**src/rtl/l2_arb_pkg.sv**
```systemverilog
// Shared types and default widths for the L2 port arbiter and its picker.
package l2_arb_pkg;

    localparam int DEF_ADDR_W = 32;
    localparam int DEF_LINE_W = 256;

    typedef enum logic [1:0] {
        IDLE,
        GRANT_I,
        GRANT_D
    } arb_state_t;

    typedef enum logic {
        REQ_I,
        REQ_D
    } requester_t;

endpackage

```
**src/rtl/rr_pick2.sv**
```systemverilog
// Combinational two-way picker: bit 0 is the I-side, bit 1 the D-side.
// On contention, prio forces bit 1; otherwise the side that was not last served wins.
module rr_pick2
    import l2_arb_pkg::*;
(
    input  logic [1:0]  req,
    input  requester_t  last,
    input  logic        prio,
    output logic [1:0]  grant,
    output logic        valid
);

    always_comb begin
        grant = req;
        valid = |req;
        if (req == 2'b11) begin
            if (prio || (last == REQ_I)) begin
                grant = 2'b10;
            end else begin
                grant = 2'b01;
            end
        end
    end

endmodule

```
**src/rtl/l2_arbiter.sv**
```systemverilog
// Shares one L2 port between the L1 I-cache and D-cache, holding each grant
// from request until mem_resp and steering the response only to the owner.
module l2_arbiter
    import l2_arb_pkg::*;
#(
    parameter int ADDR_W = DEF_ADDR_W,
    parameter int LINE_W = DEF_LINE_W,
    parameter bit DPRIO  = 1'b0
) (
    input  logic              clk,
    input  logic              rst_n,
    input  logic              i_read,
    input  logic [ADDR_W-1:0] i_addr,
    output logic [LINE_W-1:0] i_rdata,
    output logic              i_resp,
    input  logic              d_read,
    input  logic              d_write,
    input  logic [ADDR_W-1:0] d_addr,
    input  logic [LINE_W-1:0] d_wdata,
    output logic [LINE_W-1:0] d_rdata,
    output logic              d_resp,
    output logic              mem_read,
    output logic              mem_write,
    output logic [ADDR_W-1:0] mem_addr,
    output logic [LINE_W-1:0] mem_wdata,
    input  logic [LINE_W-1:0] mem_rdata,
    input  logic              mem_resp
);

    arb_state_t state_q, state_d;
    requester_t last_q, last_d;
    logic [1:0] req;
    logic [1:0] grant;
    logic       pick_valid;

    assign req = {d_read | d_write, i_read};

    rr_pick2 u_pick (
        .req   (req),
        .last  (last_q),
        .prio  (DPRIO),
        .grant (grant),
        .valid (pick_valid)
    );

    always_ff @(posedge clk or negedge rst_n) begin
        if (!rst_n) begin
            state_q <= IDLE;
            last_q  <= REQ_I;
        end else begin
            state_q <= state_d;
            last_q  <= last_d;
        end
    end

    // Outputs depend only on the held grant, so IDLE (and reset) present an all-zero port.
    always_comb begin
        state_d   = state_q;
        last_d    = last_q;
        mem_read  = 1'b0;
        mem_write = 1'b0;
        mem_addr  = '0;
        mem_wdata = '0;
        i_resp    = 1'b0;
        i_rdata   = '0;
        d_resp    = 1'b0;
        d_rdata   = '0;
        case (state_q)
            IDLE: begin
                if (pick_valid && grant[1]) begin
                    state_d = GRANT_D;
                    last_d  = REQ_D;
                end else if (pick_valid && grant[0]) begin
                    state_d = GRANT_I;
                    last_d  = REQ_I;
                end
            end
            GRANT_I: begin
                mem_read = i_read;
                mem_addr = i_addr;
                i_resp   = mem_resp;
                i_rdata  = mem_rdata;
                if (mem_resp) begin
                    state_d = IDLE;
                end
            end
            GRANT_D: begin
                mem_read  = d_read;
                mem_write = d_write;
                mem_addr  = d_addr;
                mem_wdata = d_wdata;
                d_resp    = mem_resp;
                d_rdata   = mem_rdata;
                if (mem_resp) begin
                    state_d = IDLE;
                end
            end
            default: begin
                state_d = IDLE;
            end
        endcase
    end

    // A simultaneous read and write from the D-cache is forwarded as-is but flagged.
    d_rw_exclusive: assert property (@(posedge clk) disable iff (!rst_n) !(d_read && d_write));

endmodule

```
**config.mk**
```make
export PLATFORM = sky130hd
export DESIGN_NAME = l2_arbiter
export DESIGN_NICKNAME = d
export VERILOG_FILES = /design/src/rtl/l2_arb_pkg.sv /design/src/rtl/rr_pick2.sv /design/src/rtl/l2_arbiter.sv
export SDC_FILE = /design/constraint.sdc
export NUM_CORES = 1
export LEC_CHECK = 0
export ABC_AREA = 1
export CAP_MARGIN = 20
export CORE_AREA = 2 2 543 545
export CTS_CLUSTER_SIZE = 25
export DETAILED_ROUTE_END_ITERATION = 6
export DIE_AREA = 0 0 545 547
export PLACE_DENSITY_LB_ADDON = 0.05
export SKIP_LAST_GASP = 1
export SLEW_MARGIN = 15
export SYNTH_ARGS = -nofsm -noshare
export SYNTH_HDL_FRONTEND = slang
export SYNTH_SLANG_ARGS = --single-unit
export TNS_END_PERCENT = 1
```
**constraint.sdc**
```tcl
create_clock -name clk -period 1.69 [get_ports clk]
set_input_delay 0.169 -clock clk [delete_from_list [all_inputs] [get_ports clk]]
set_output_delay 0.169 -clock clk [all_outputs]
set_load 0.005 [all_outputs]
```
# Yosys cells after proc, flatten, opt, wreduce, memory -nomap -nowiden
# Index checks and enable logic that the tools add are counted.
# word_totals
register_bits,3
out_inout_bits,804
input_bits,582
word_cells,32
# op_classes
mux,16
n_eq_ne,5
bitwise,1
reduce_logical,8
# op_table
op,count
256-bit two-way mux,3
32-bit case mux with 2 select lines,1
2-bit two-way mux,5
1-bit two-way mux,5
"2-bit equality test, second input constant",2
2-bit case mux with 2 select lines,1
2-bit AND reduction,2
2-bit OR reduction,2
"3-bit != test, second input constant",1
"2-bit by 1-bit equality test with 1-bit output, second input constant",1
1-bit logical AND,2
2-bit logical NOT,1
"2-bit by 1-bit != test with 1-bit output, second input constant",1
1-bit case mux with 2 select lines,1
2-bit nonzero test,1
1-bit OR,1

# Longest topological paths before layout
# depth
ltp_word,7
depth_mapped,7

# By module
# A second synthesis with hierarchy kept.
# hier_totals
hier_cells,1778
area_unflattened_um2,7096.8
# by_module_without_submodules
module,n_inst,area_each_um2,cells_per_inst
l2_arbiter,1,7046.8,1765
rr_pick2,1,50.0,13

# Worst setup path before layout
# No wires, ideal clock.
# synth_path
path_type,register to output
from,reg state_q[0]
to,out mem_addr[0]
path_stages_with_launch,6
path_slack_ns,0.347
arrival_time_ns,1.174
t_required_ns,1.521
n_path_buf,1
path_cell_list,dfrtp_1 > inv_1 > ha_1 > inv_1 > buf_1 > a21oi_1
# synth_via
elab_chain_len,2
word_cells_on_any_way,3
cone_classes,2 x eq/ne; 1 x mux
# synth_lines
element,line,source
"start, declared",l2_arbiter.sv:30,"arb_state_t state_q, state_d;"
"start signal, assigned",l2_arbiter.sv:51,state_q <= state_d;
2-bit equality test or 2-bit by 1-bit equality test with 1-bit output (tied branches),l2_arbiter.sv:68,case (state_q)
32-bit case mux with 2 select lines (*),l2_arbiter.sv:68,
"end, declared",l2_arbiter.sv:24,"output logic [ADDR_W-1:0] mem_addr,"
# Every way passes the cells marked *; elsewhere a longest branch is shown, timed or not.

# Worst setup path after layout
# layout_path
from,reg state_q[1]
to,out d_rdata[162]
# layout_via
elab_chain_len,2
# layout_lines
element,line,source
2-bit equality test,l2_arbiter.sv:68,
256-bit two-way mux,l2_arbiter.sv:68,
"end, declared",l2_arbiter.sv:20,"output logic [LINE_W-1:0] d_rdata,"
# No other way between the ends.

==> run_results.csv <==
group,metric,value,unit
routing,wire_per_inst,24.6,um
timing,slew_headroom,73.4,%
worst_hold_path,hold_class,"primary input to asynchronous set/reset pin",
setup_path,critical_path_class,"flip-flop to primary output",
yosys,yosysTopAreaCell,"nand2_1",
power,power,32.0,mW
floorplan,row_count,199,
global_routing,grt_max_degree,35,
clock_network,cts_root_buffer,"clkbuf_16",
setup_path,path_cells,"buf_6 -> ha_4 -> buf_12 -> buf_16 -> buf_12 -> nand2_1 -> inv_1 -> clkdlybuf4s50_1",
timing,fin_ws,-0.657,ns
setup_path,cp-start-kind,"flip-flop",
yosys,synth_seq_cells,3,
setup_path,path_buf_inv,6,
yosys,yosys_warnings,0,
run,drv_cap,0,
clock_network,cts_sinks,3,
final_layout,synthToLayoutAreaGrowth,322,%
routing,drtIter0Drc,664,
routing,viasPerCell,2.23,
yosys,synth_nets,2353,
routing,num_vias,16200,
setup_path,cp.arrival,2.18,ns
routing,dr.pass1.iters,5,
clock_network,cts_buffers,3,
clock_network,path_clk_slew,0.03,ns
setup_path,critPathTopFamily,"buffers and inverters",
yosys,netlist_area,6920,um2
yosys,synthXorXnorAreaFrac,0,%
placed_design,gp_congestion,0.809,
yosys,syn_inst,1768,
timing,fmax,426,MHz
final_layout,finish.utilization,9.97,%
yosys,yosys-top-cells-area,"nand2_1, inv_1, buf_2, a21oi_1, dfrtp_1",
timing,hold_violations,0,
yosys,ys_seq_area_share,1.08,%
power,ir_drop,0.000464,V
yosys,synth_top_family_by_area,"buffers and inverters",
routing,ant_nets,0,
global_routing,antenna_found_initial,191,
timing,fin_crit,2.35,ns
routing,dr_wl_met2,80200,um
yosys,synth.avg_cell_area,3.91,um2
global_routing,grt_pass1_vias,16600,
setup_path,cp-end-kind,"primary output",
timing,setup_viol,803,
routing,drc,0,
clock_network,hold_buffers,0,
outcome,violations,"negative setup slack",
timing,post-route-period-util,139,%
setup_path,cp_slowest_stage_delay,0.63,ns
clock_network,cts_max_path_buffers,2,
yosys,synth_simple_gate_area_share,46.3,%
power,leakage,15.8,nW
final_layout,layout.nets,3856,
placed_design,io_buffers,1385,
setup_path,required,1.52,ns
floorplan,ios,1386,
global_routing,overflow,0,
clock_network,cts_tree,"done",
yosys,yosys.area_share.adder,0.542,%
final_layout,mostFrequentLayoutCell,"clkdlybuf4s50_1",
setup_path,slowest_stage,"clkdlybuf4s50_1",
clock_network,clk-insertion-delay-late,0.23,ns
placed_design,dp_hpwl,165000,um
floorplan,start_util,2.37,%
timing,whs,0.139,ns
routing,wl,178000,um
yosys,yosysUniqueCellTypes,15,
clock_network,h-tree-depth,1,
timing,tightest_slew,0.398,ns
routing,routed.top_layer,"met5",
routing,dr_wl_met3,24800,um
timing,finClkSkew,0.00237,ns
yosys,synth_top_area_share,45.9,%
timing,finalMaxSlewViolations,0,
floorplan,die_height,547,um
yosys,synth_mux_area_share,0,%
final_layout,final_cell_mix,"clkdlybuf4s50_1, nand2_1, inv_1",
final_layout,layout-drive-gt1-share,11.5,%
placed_design,post-place-ws,-0.713,ns
power,cellPowerDensity,1100,nW/um2
floorplan,core_area,293000,um2
floorplan,die-area,298000,um2
global_routing,grt_pass1_wl,214000,um
routing,wl_met1,71300,um
floorplan,die-width,545,um
setup_path,path_common_cell,"buf_12",
global_routing,track_usage,11.3,%
timing,rsz0062_at_grt,"yes",
setup_path,path_max_fanout,26,
outcome,outcome,"finished with violations",
yosys,synth-compound-area-share,2.57,%
==> kinds of logic after synthesis <==
group	after synthesis
DFF	3
AOI/OAI and AO/OA	35
buffers and inverters	875
and+or+nand+nor	852
adders and majority gates	3
==> worst register-to-register path: stages (launching register included) <==
cell	delay (ns)
dfrtp_1	0.38
inv_2	0.09
buf_4	0.12
ha_4	0.14
a21boi_0	0.26
o21ai_0	0.13
==> sequential cells by signal (all words and copies together) (netlist names) <==
name,cells
state_q,2
last_q,1
==> through the flow <==
step,std cells,area (um2),setup TNS (ns)
2_1_floorplan,1768,6920,0
3_3_place_gp,7155,28100,-279.90
3_5_place_dp,7155,28100,-256.12
4_1_cts,7180,28800,-455.43
5_1_grt,7193,29100,-491.16
6_report,7238,29200,-398.86
==> power breakdown <==
group	switching (mW)	total, mW	internal, mW	leakage, nW
Clock	0.0673	0.379	0.311	0.0385
Combinational	15.3	31.5	16.2	15.7
Sequential	0.0264	0.135	0.109	0.0375
Total	15.4	32.0	16.7	15.8
==> synth_stat cells <==
cell	instances
a21boi_0	1
a21oi_1	33
buf_1	3
buf_2	85
buf_4	6
buf_6	2
dfrtp_1	3
ha_1	3
inv_1	768
inv_2	11
nand2_1	847
nand3_1	1
nand4_1	1
nor2_1	3
o21ai_0	1
==> layout make-up <==
type / instances / area [um2]
Fill cell: 34400 / 263000
Timing Repair Buffer: 1594 / 17500
Tap cell: 3919 / 4900
Multi-Input combinational cell: 890 / 3600
Inverter: 779 / 2920
Antenna cell: 49 / 123
Clock buffer: 4 / 78.8
Sequential cell: 3 / 75.1
==> layer usage <==
layer | GRT usage, % | vias to the layer above
li1 | - | 7580
met5 | 0 | -
met1 | 13.2 | 7173
met2 | 18.7 | 979
met3 | 6.73 | 241
met4 | 0.338 | 190
==> repair_timing <==
action / in CTS / in global routing
pin swaps: 10 / 1
gates resized for setup: 113 / 40
setup endpoints to repair: 803 / 804
gates cloned: 8 / 5
buffers inserted: 13 / 5
==> final timing paths <==
check / start / cells after the start / endpoint / slack (ns)
max reg2reg: state_q[0]$_DFFE_PN0P_ / 5 / last_q$_DFFE_PN0P_ / 0.43
min reg2reg: last_q$_DFFE_PN0P_ / 2 / last_q$_DFFE_PN0P_ / 0.57
min in group clk: last_q$_DFFE_PN0P_ / 2 / last_q$_DFFE_PN0P_ / 0.57
min: rst_n / 1 / last_q$_DFFE_PN0P_ / 0.14
max: state_q[1]$_DFFE_PN0P_ / 8 / d_rdata[162] / -0.66
max in group asynchronous: rst_n / 1 / state_q[0]$_DFFE_PN0P_ / 1.39
No activity file was read; power rests on OpenSTA's default activity.
